File: src/rtl/cla_pkg.sv
// Shared constants and types for the pipelined carry-lookahead adder.
package cla_pkg;

   localparam int DEFAULT_WIDTH = 16;
   localparam int DEFAULT_GROUP = 4;

   typedef struct packed {
      logic p;
      logic g;
   } pg_t;

   function automatic int num_groups(input int width, input int group);
      return width / group;
   endfunction

endpackage

File: src/rtl/cla_group.sv
// One lookahead group: per-bit propagate plus the group propagate/generate pair.
module cla_group
   import cla_pkg::*;
#(
   parameter int GROUP = DEFAULT_GROUP
)(
   input  logic [GROUP-1:0] a,
   input  logic [GROUP-1:0] b,
   output logic [GROUP-1:0] p,
   output pg_t              grp
);

   logic [GROUP-1:0] w_g;
   logic             w_gacc;

   always_comb begin
      p      = a ^ b;
      w_g    = a & b;
      w_gacc = 1'b0;
      for (int i = 0; i < GROUP; i++) begin
         w_gacc = w_g[i] | (p[i] & w_gacc);
      end
      grp.p = &p;
      grp.g = w_gacc;
   end

endmodule

File: src/rtl/pipelined_cla_adder.sv
// Two-stage valid/ready carry-lookahead adder. Define APPROX_LOWER_EN for the
// lower-part-OR approximation over the low APPROX_BITS bits.
module pipelined_cla_adder
   import cla_pkg::*;
#(
   parameter int WIDTH       = DEFAULT_WIDTH,
   parameter int GROUP       = DEFAULT_GROUP,
   parameter int APPROX_BITS = 4
)(
   input  logic             clk,
   input  logic             rst_n,
   input  logic             in_valid,
   output logic             in_ready,
   input  logic [WIDTH-1:0] a,
   input  logic [WIDTH-1:0] b,
   input  logic             cin,
   output logic             out_valid,
   input  logic             out_ready,
   output logic [WIDTH-1:0] sum,
   output logic             cout,
   output logic             ovf
);

   localparam int NG = num_groups(WIDTH, GROUP);

   // Handshake: a stage accepts when it is empty or its content moves on this cycle.
   logic w_s2_adv;
   logic r_s1_valid, r_s2_valid;

   assign w_s2_adv = !r_s2_valid || out_ready;
   assign in_ready = !r_s1_valid || w_s2_adv;

   logic [WIDTH-1:0] w_a_eff, w_b_eff;
   logic             w_cin_eff;
`ifdef APPROX_LOWER_EN
   logic             w_fix, r_s1_fix;
`endif

   // Approximation is folded into the operands: low bits become (a|b)+0 with
   // no carry, and the top approximate bit keeps a/b so it emits a&b as carry.
   always_comb begin
      w_a_eff   = a;
      w_b_eff   = b;
      w_cin_eff = cin;
`ifdef APPROX_LOWER_EN
      w_cin_eff = 1'b0;
      w_fix     = 1'b0;
      for (int i = 0; i < WIDTH; i++) begin
         if (i < APPROX_BITS - 1) begin
            w_a_eff[i] = a[i] | b[i];
            w_b_eff[i] = 1'b0;
         end
         if (i == APPROX_BITS - 1) begin
            w_fix = a[i] & b[i];
         end
      end
`endif
   end

   logic [WIDTH-1:0] w_p;
   pg_t              w_pg [NG];

   for (genvar j = 0; j < NG; j++) begin : g_grp
      cla_group #(.GROUP(GROUP)) u_grp (
         .a   (w_a_eff[j*GROUP +: GROUP]),
         .b   (w_b_eff[j*GROUP +: GROUP]),
         .p   (w_p[j*GROUP +: GROUP]),
         .grp (w_pg[j])
      );
   end

   logic [WIDTH-1:0] r_s1_p, r_s1_g;
   logic [NG-1:0]    r_s1_gp, r_s1_gg;
   logic             r_s1_cin, r_s1_amsb, r_s1_bmsb;

   always_ff @(posedge clk or negedge rst_n) begin
      if (!rst_n) begin
         r_s1_valid <= 1'b0;
         r_s1_p     <= '0;
         r_s1_g     <= '0;
         r_s1_gp    <= '0;
         r_s1_gg    <= '0;
         r_s1_cin   <= 1'b0;
         r_s1_amsb  <= 1'b0;
         r_s1_bmsb  <= 1'b0;
`ifdef APPROX_LOWER_EN
         r_s1_fix   <= 1'b0;
`endif
      end else if (in_ready) begin
         r_s1_valid <= in_valid;
         if (in_valid) begin
            r_s1_p    <= w_p;
            r_s1_g    <= w_a_eff & w_b_eff;
            for (int j = 0; j < NG; j++) begin
               r_s1_gp[j] <= w_pg[j].p;
               r_s1_gg[j] <= w_pg[j].g;
            end
            r_s1_cin  <= w_cin_eff;
            r_s1_amsb <= a[WIDTH-1];
            r_s1_bmsb <= b[WIDTH-1];
`ifdef APPROX_LOWER_EN
            r_s1_fix  <= w_fix;
`endif
         end
      end
   end

   logic [NG:0]      w_gc;
   logic [WIDTH-1:0] w_c, w_sum;
   logic             w_rc, w_ovf;

   // Group carries by lookahead, then ripple inside each group from its carry-in.
   always_comb begin
      w_gc    = '0;
      w_gc[0] = r_s1_cin;
      for (int j = 0; j < NG; j++) begin
         w_gc[j+1] = r_s1_gg[j] | (r_s1_gp[j] & w_gc[j]);
      end
      w_c  = '0;
      w_rc = 1'b0;
      for (int j = 0; j < NG; j++) begin
         w_rc = w_gc[j];
         for (int k = 0; k < GROUP; k++) begin
            w_c[j*GROUP+k] = w_rc;
            w_rc = r_s1_g[j*GROUP+k] | (r_s1_p[j*GROUP+k] & w_rc);
         end
      end
      w_sum = r_s1_p ^ w_c;
`ifdef APPROX_LOWER_EN
      for (int i = 0; i < WIDTH; i++) begin
         if (i == APPROX_BITS - 1) begin
            w_sum[i] = w_sum[i] | r_s1_fix;
         end
      end
`endif
      w_ovf = (r_s1_amsb == r_s1_bmsb) && (w_sum[WIDTH-1] != r_s1_amsb);
   end

   logic [WIDTH-1:0] r_sum;
   logic             r_cout, r_ovf;

   // Results are zeroed whenever stage 2 goes empty so idle outputs read 0.
   always_ff @(posedge clk or negedge rst_n) begin
      if (!rst_n) begin
         r_s2_valid <= 1'b0;
         r_sum      <= '0;
         r_cout     <= 1'b0;
         r_ovf      <= 1'b0;
      end else if (w_s2_adv) begin
         r_s2_valid <= r_s1_valid;
         r_sum      <= r_s1_valid ? w_sum : '0;
         r_cout     <= r_s1_valid ? w_gc[NG] : 1'b0;
         r_ovf      <= r_s1_valid ? w_ovf : 1'b0;
      end
   end

   assign out_valid = r_s2_valid;
   assign sum       = r_sum;
   assign cout      = r_cout;
   assign ovf       = r_ovf;

endmodule

File: config.mk
export PLATFORM = sky130hd
export DESIGN_NAME = pipelined_cla_adder
export DESIGN_NICKNAME = d
export VERILOG_FILES = /design/src/rtl/cla_pkg.sv /design/src/rtl/cla_group.sv /design/src/rtl/pipelined_cla_adder.sv
export SDC_FILE = /design/constraint.sdc
export NUM_CORES = 1
export LEC_CHECK = 0
export BUFFER_PORTS_ARGS = -buffer_cell sky130_fd_sc_hd__buf_4
export CORE_ASPECT_RATIO = 0.5
export CORE_UTILIZATION = 51
export CTS_CLUSTER_SIZE = 30
export DETAILED_ROUTE_END_ITERATION = 8
export GPL_ROUTABILITY_DRIVEN = 0
export PLACE_DENSITY = 0.78
export SETUP_SLACK_MARGIN = 0.5
export SLEW_MARGIN = 10
export SYNTH_ARGS = -nofsm -noshare
export SYNTH_HDL_FRONTEND = slang
export SYNTH_SLANG_ARGS = --single-unit
File: constraint.sdc
create_clock -name clk -period 3.2 [get_ports clk]
set_input_delay 0.48 -clock clk [delete_from_list [all_inputs] [get_ports clk]]
set_output_delay 0.48 -clock clk [all_outputs]
set_load 0.03 [all_outputs]
==> out/qor.yml, run 1 <==
detailed_routing:
  drt-wirelength-per-cell_um: 15.97
  num_vias: 2048
  vias_per_cell: 5.361
  route.antenna.remaining_nets: 0
  first_pass_iters: 5
  drt-initial-drc-count: 83
  drt_wl_total_mm: 6.101
  drc_errors: 0
worst_setup_path:
  worstRegToRegCells: 12
  r2r_slack_ps: 580
  critPathArrivalTime_ps: 2860
  crit_path_end_kind: "flop"
  r2r_start: "r_s1_cin$_DFFE_PN0P_"
  required_ps: 3440
  r2r_end: "ovf$_DFFE_PN0P_"
  worst-path-max-fanout: 2
  crit_type: "reg -> reg"
  critPathLaunchType: "flop"
timing:
  period_needed_ps: 2625
  fmax_mhz: 381.0
  fin_setup_tns_ps: 0
  hold_ws_ps: 221.2
  hold_viol_final: 0
  setup_viol: 0
  rsz0062_at_grt: "no"
  maxSlewViolCount: 0
  worstMarginPinSlew_ps: 743.6
  skew_ps: 5.357
  max-slew-margin-rel: 0.5043
  fin_crit_sh: 0.8203
global_route:
  grt_max_degree: 60
  antenna_found_initial: 0
  grt_pass1_vias: 2095
  grt_pass1_wl_mm: 10.01
  grt.total_usage: 0.2260
  grt_remaining_overflow: 0
finish:
  layout.nets: 373
  final_cell_mix: "64 x buf_4, 59 x dfrtp_1, 35 x nand2_1"
  final_layout_size_suffix_gt1_frac: 0.4142
  syn_to_final_growth_pct: 26.88
  final_common_cell: "buf_4"
  diodes: 0
  stdcell_count: 382
placed_design:
  dp_cells: 364
  port_buffers: 56
  place_hpwl_mm: 4.347
floorplan:
  pin_count: 57
  die_h_um: 55.53
  dieArea_um2: 6056
  die_w_um: 109.1
  core_area_um2: 5492
  initial_utilization: 0.5322
  num_rows: 19
clock_network:
  cts_buffers: 9
  htree_levels: 3
  cts-root-buf: "clkbuf_16"
  cts.clk_slew.worst_paths_ps: 50
  cts_tree: "yes"
  cts_sinks: 59
  clockBufferDepth: 2
  clock_latency_ps: 320
  hold_buffers: 0
yosys:
  synth_cell_types: 32
  yosys_warnings: 0
  syn_inst: 242
  netlist_top_cells_area: "dfrtp_1 51%, ha_1 12%, mux2_2 11%"
  syn_nets: 307
  ys_async_sr_fraction: 1.000
  syn-cell-area_um2: 2923
  synth_top_area_frac: 0.5051
  synth_seq_area_share: 0.5051
  synth_top_area_cell: "dfrtp_1"
  yosys_most_used_dff: "dfrtp_1"
  synth_edf_count: 0
  syn_area_per_cell_um2: 12.08
  ys_seq_elements: 59
power_and_ir_drop:
  power_leakage_uw: 0.001878
  peakVddDrop_mv: 0.3823
  power_density_nw_per_um2: 685.0
status:
  status: "completed"
hold_path:
  hold_class: "in -> async"
job:
  maxCapViolCount: 0
## metal layers
metal / share of wire / global-route usage / vias to the layer above / routed length [um]
li1: - / - / 976 / -
met1: 0.46 / 0.3003 / 1014 / 2801
met2: 0.49 / 0.3567 / 51 / 2961
met3: 0.042 / 0.06730 / 7 / 257
met4: 0.013 / 0.06950 / 0 / 80
met5: 0 / 0 / - / 0
## where the power goes
part | internal [uW] | total (uW) | switching [uW]
Combinational | 336 | 711 | 375
Sequential | 893 | 993 | 99.3
Clock | 546 | 837 | 291
## synth_stat cells (4+ instances only)
cell type / count
ha_1: 28
nand3_1: 12
nand2_1: 35
nand4_1: 4
mux2i_1: 4
mux2_4: 6
o21ai_0: 8
mux2_2: 29
a21oi_1: 9
or2_2: 9
inv_1: 5
nor2_1: 6
dfrtp_1: 59
## stage by stage
stage                     area (um^2)  total power, uW    util  worst slack [ps]
final                            3709             2540  0.6753             575.0
after global routing             3709             2666  0.6753             502.9
after floorplan                  2923             1415       -             505.8
after CTS                        3686             2545  0.6712             560.8
after global placement           3374             1642  0.6145             411.0
after detailed placement         3374             1670  0.6145             336.9
## logic make-up (layout without fill, tap and decap cells)
| kind of cell | after synthesis | count (layout) | share of synthesized area |
|---|---|---|---|
| simple gates | 75 | 75 | 0.1271 |
| xor+xnor | 3 | 3 | 0.008991 |
| buf+inv | 14 | 81 | 0.03210 |
| compound gates | 24 | 24 | 0.05051 |
| flops | 59 | 59 | 0.5051 |
| fa+ha+maj | 28 | 28 | 0.1199 |
| mux | 39 | 39 | 0.1563 |
## worst max-delay path, stage by stage, from the launching register on
cell and delay (ps):
dfrtp_1 390, a21oi_2 150, inv_1 70, a21o_1 190
a21o_1 160, ha_1 170, or2_2 270, ha_1 170
or2_4 230, ha_4 160, o21a_1 210, or2_4 240
o211ai_2 130
## worst max-delay path by stage
| stage | from | end | slack, ps |
|---|---|---|---|
| 2_1_floorplan | r_s1_cin$_DFFE_PN0P_ | ovf$_DFFE_PN0P_ | 510 |
| 3_3_place_gp | r_s1_cin$_DFFE_PN0P_ | ovf$_DFFE_PN0P_ | 410 |
| 3_5_place_dp | r_s1_cin$_DFFE_PN0P_ | ovf$_DFFE_PN0P_ | 340 |
| 4_1_cts | r_s1_gp[0]$_DFFE_PN0P_ | ovf$_DFFE_PN0P_ | 560 |
| 5_1_grt | r_s1_cin$_DFFE_PN0P_ | ovf$_DFFE_PN0P_ | 500 |
| 6_report | r_s1_cin$_DFFE_PN0P_ | ovf$_DFFE_PN0P_ | 580 |
## flip-flops by register name, indices dropped and copies added, names as in the netlist
signal,flops
r_s1_amsb,1
ovf,1
r_s1_cin,1
r_s1_gp,4
r_s1_g,12
out_valid,1
cout,1
sum,16
r_s1_p,16
r_s1_gg,4
r_s1_valid,1
r_s1_bmsb,1
## cell type report
cell class	count	area, um^2
fillers	413	1783
flip-flops and latches	59	1476
multi-input cells	169	1385
repair buffers	64	480.5
clock buffers	12	256.5
well taps	73	91.34
inverters	5	18.77
## timing repair
action,4_1_cts,5_1_grt
resized for setup,7,1
buffers inserted,3,3
pin swaps,3,7
setup endpoints to repair,2,2
No activity file was read; power rests on OpenSTA's default activity.
==> run 2: changes to the inputs <==
- clock period: 3.2 -> 2.7 ns (I/O delays scaled with it)
==> run 2 against run 1 <==
  * Count of clock-buffer cells in the layout fell by 2
  * Setup slack worse by 420 ps
  * Register-to-register slack got worse by 420 ps
  * Hold slack worse by 84 ps
  * Critical path depth is the same
  * Design area up 5.6%
  * Combinational power increased by 31%
  * Non-clock buffer count increased by 2
  * Via count grew 0.78%
  * Sequential share of layout area is 2.1 points lower
  * First-iteration DRC count decreased by 33%
  * Largest cell class is now multi-input gates
==> out/qor.yml, run 2 (synthesis gave the netlist of run 1 again) <==
status:
  status: "completed"
global_route:
  grt_max_degree: 60
  grt_busiest_layer: "met2"
  grt.total_usage: 0.2327
  grt_use_met3: 0.07556
  grt_pass1_wl_mm: 10.36
  grtUsageMet2: 0.3827
  grt_remaining_overflow: 0
  grt_pass1_vias: 2228
  use_met1: 0.2903
  antenna_found_initial: 0
finish:
  final_cell_mix: "65 x buf_4, 59 x dfrtp_1, 35 x nand2_1"
  final_common_cell: "buf_4"
  final_layout_size_suffix_gt1_frac: 0.4698
  post-route-util: 0.7129
  diodes: 0
  fillers: 354
  layout.nets: 375
  syn_to_final_growth_pct: 33.95
detailed_routing:
  first_pass_iters: 4
  drt-wirelength-per-cell_um: 16.41
  num_vias: 2064
  drc_errors: 0
  route.antenna.remaining_nets: 0
  drt-initial-drc-count: 56
  vias_per_cell: 5.320
  drt_wl_total_mm: 6.367
clock_network:
  cts-root-buf: "clkbuf_16"
  cts_sinks: 59
  cts_tree: "yes"
  hold_buffers: 0
  clockBufferDepth: 2
  clock_latency_ps: 320
  htree_levels: 3
  cts.clk_slew.worst_paths_ps: 50
  cts_buffers: 9
worst_setup_path:
  critPathArrivalTime_ps: 2790
  crit_type: "reg -> reg"
  r2r_start: "r_s1_gp[0]$_DFFE_PN0P_"
  crit_path_end_kind: "flop"
  worst-path-max-fanout: 2
  critPathLaunchType: "flop"
  startpoint: "r_s1_gp[0]$_DFFE_PN0P_"
  required_ps: 2950
timing:
  period_needed_ps: 2542
  hold_ws_ps: 137.6
  max-slew-margin-rel: 0.5101
  worstMarginPinSlew_ps: 734.8
  hold_viol_final: 0
  fin_setup_tns_ps: 0
  setup_ws_ps: 158.2
  setup_viol: 0
  fin_crit_sh: 0.9414
  maxSlewViolCount: 0
  rsz0062_at_grt: "yes"
  skew_ps: 4.781
  fmax_mhz: 393.4
floorplan:
  die_h_um: 55.53
  die_w_um: 109.1
  num_rows: 19
  dieArea_um2: 6056
  core_area_um2: 5492
  initial_utilization: 0.5322
  pin_count: 57
power_and_ir_drop:
  switching_share: 0.2961
  peakVddDrop_mv: 0.4422
  power_density_nw_per_um2: 839.9
  clock_power_share: 0.357
  power_leakage_uw: 0.001921
  p_seq_frac: 0.360
  power.switching_uw: 973.5
  total_power_uw: 3288
  internal-power_uw: 2315
  combPwrFrac: 0.283
placed_design:
  place_worst_setup_slack_ps: 165.5
  place_hpwl_mm: 4.201
  port_buffers: 56
job:
  maxCapViolCount: 0
hold_path:
  hold_class: "in -> async"
-- run 2: worst max-delay path, stage by stage, from the launching register on --
cell and delay [ps]:
dfrtp_1 380, a21oi_2 160, inv_1 70, a21o_1 180
a21o_1 160, ha_2 160, or2_4 240, ha_4 150
or2_4 250, ha_4 160, o21a_1 190, or2_4 240
o211ai_2 120
-- run 2: cell type report --
type / count / area, um^2 / share of cell area
Inverter: 5 / 18.77 / 0.004794
Multi-Input combinational cell: 169 / 1520 / 0.3883
Timing Repair Buffer: 66 / 499.2 / 0.1275
Clock buffer: 10 / 229.0 / 0.05849
Clock inverter: 6 / 80.08 / 0.02045
Sequential cell: 59 / 1476 / 0.3771
Tap cell: 73 / 91.34 / 0.02333
-- run 2: through the flow --
step	cell area (um^2)	std cells
global route	3915	388
global placement	3432	365
finish	3915	388
floorplan	2973	242
CTS	3801	384
detailed placement	3432	365
-- run 2: power by group through the flow --
| stage | combinational, uW | sequential (uW) | clock [uW] |
|---|---|---|---|
| 6_report | 931 | 1180 | 1170 |
| 5_1_grt | 1020 | 1200 | 1230 |
| 4_1_cts | 861 | 1170 | 1200 |
| 3_5_place_dp | 824 | 1180 | 0 |
| 3_3_place_gp | 800 | 1170 | 0 |
| 2_1_floorplan | 395 | 1310 | 0 |
-- run 2: what timing repair did --
| action | 4_1_cts | 5_1_grt |
|---|---|---|
| endpoints found under the hold margin | 0 | 0 |
| buffers inserted | 3 | 4 |
| endpoints found under the setup margin | 6 | 8 |
| pin swaps | 4 | 13 |
| resized for setup | 8 | 20 |
-- run 2: per-layer routing --
metal  vias to the layer above  part of all wire
met2                        45              0.52
met5                         -                 0
li1                        985                 -
met4                         0            0.0068
met3                         7             0.041
met1                      1027              0.43
-- run 2: final timing paths --
check                                          to  slack, ps  cells after the start
setup / recovery                  ovf$_DFFE_PN0P_        160                     12
hold / removal              r_s1_p[3]$_DFFE_PN0P_        140                      1
setup reg to reg                  ovf$_DFFE_PN0P_        160                     12
hold reg to reg               sum[13]$_DFFE_PN0P_        470                      2
max in group asynchronous  r_s1_g[10]$_DFFE_PN0P_       2070                      1
min in group clk           r_s1_valid$_DFFE_PN0N_        300                      2
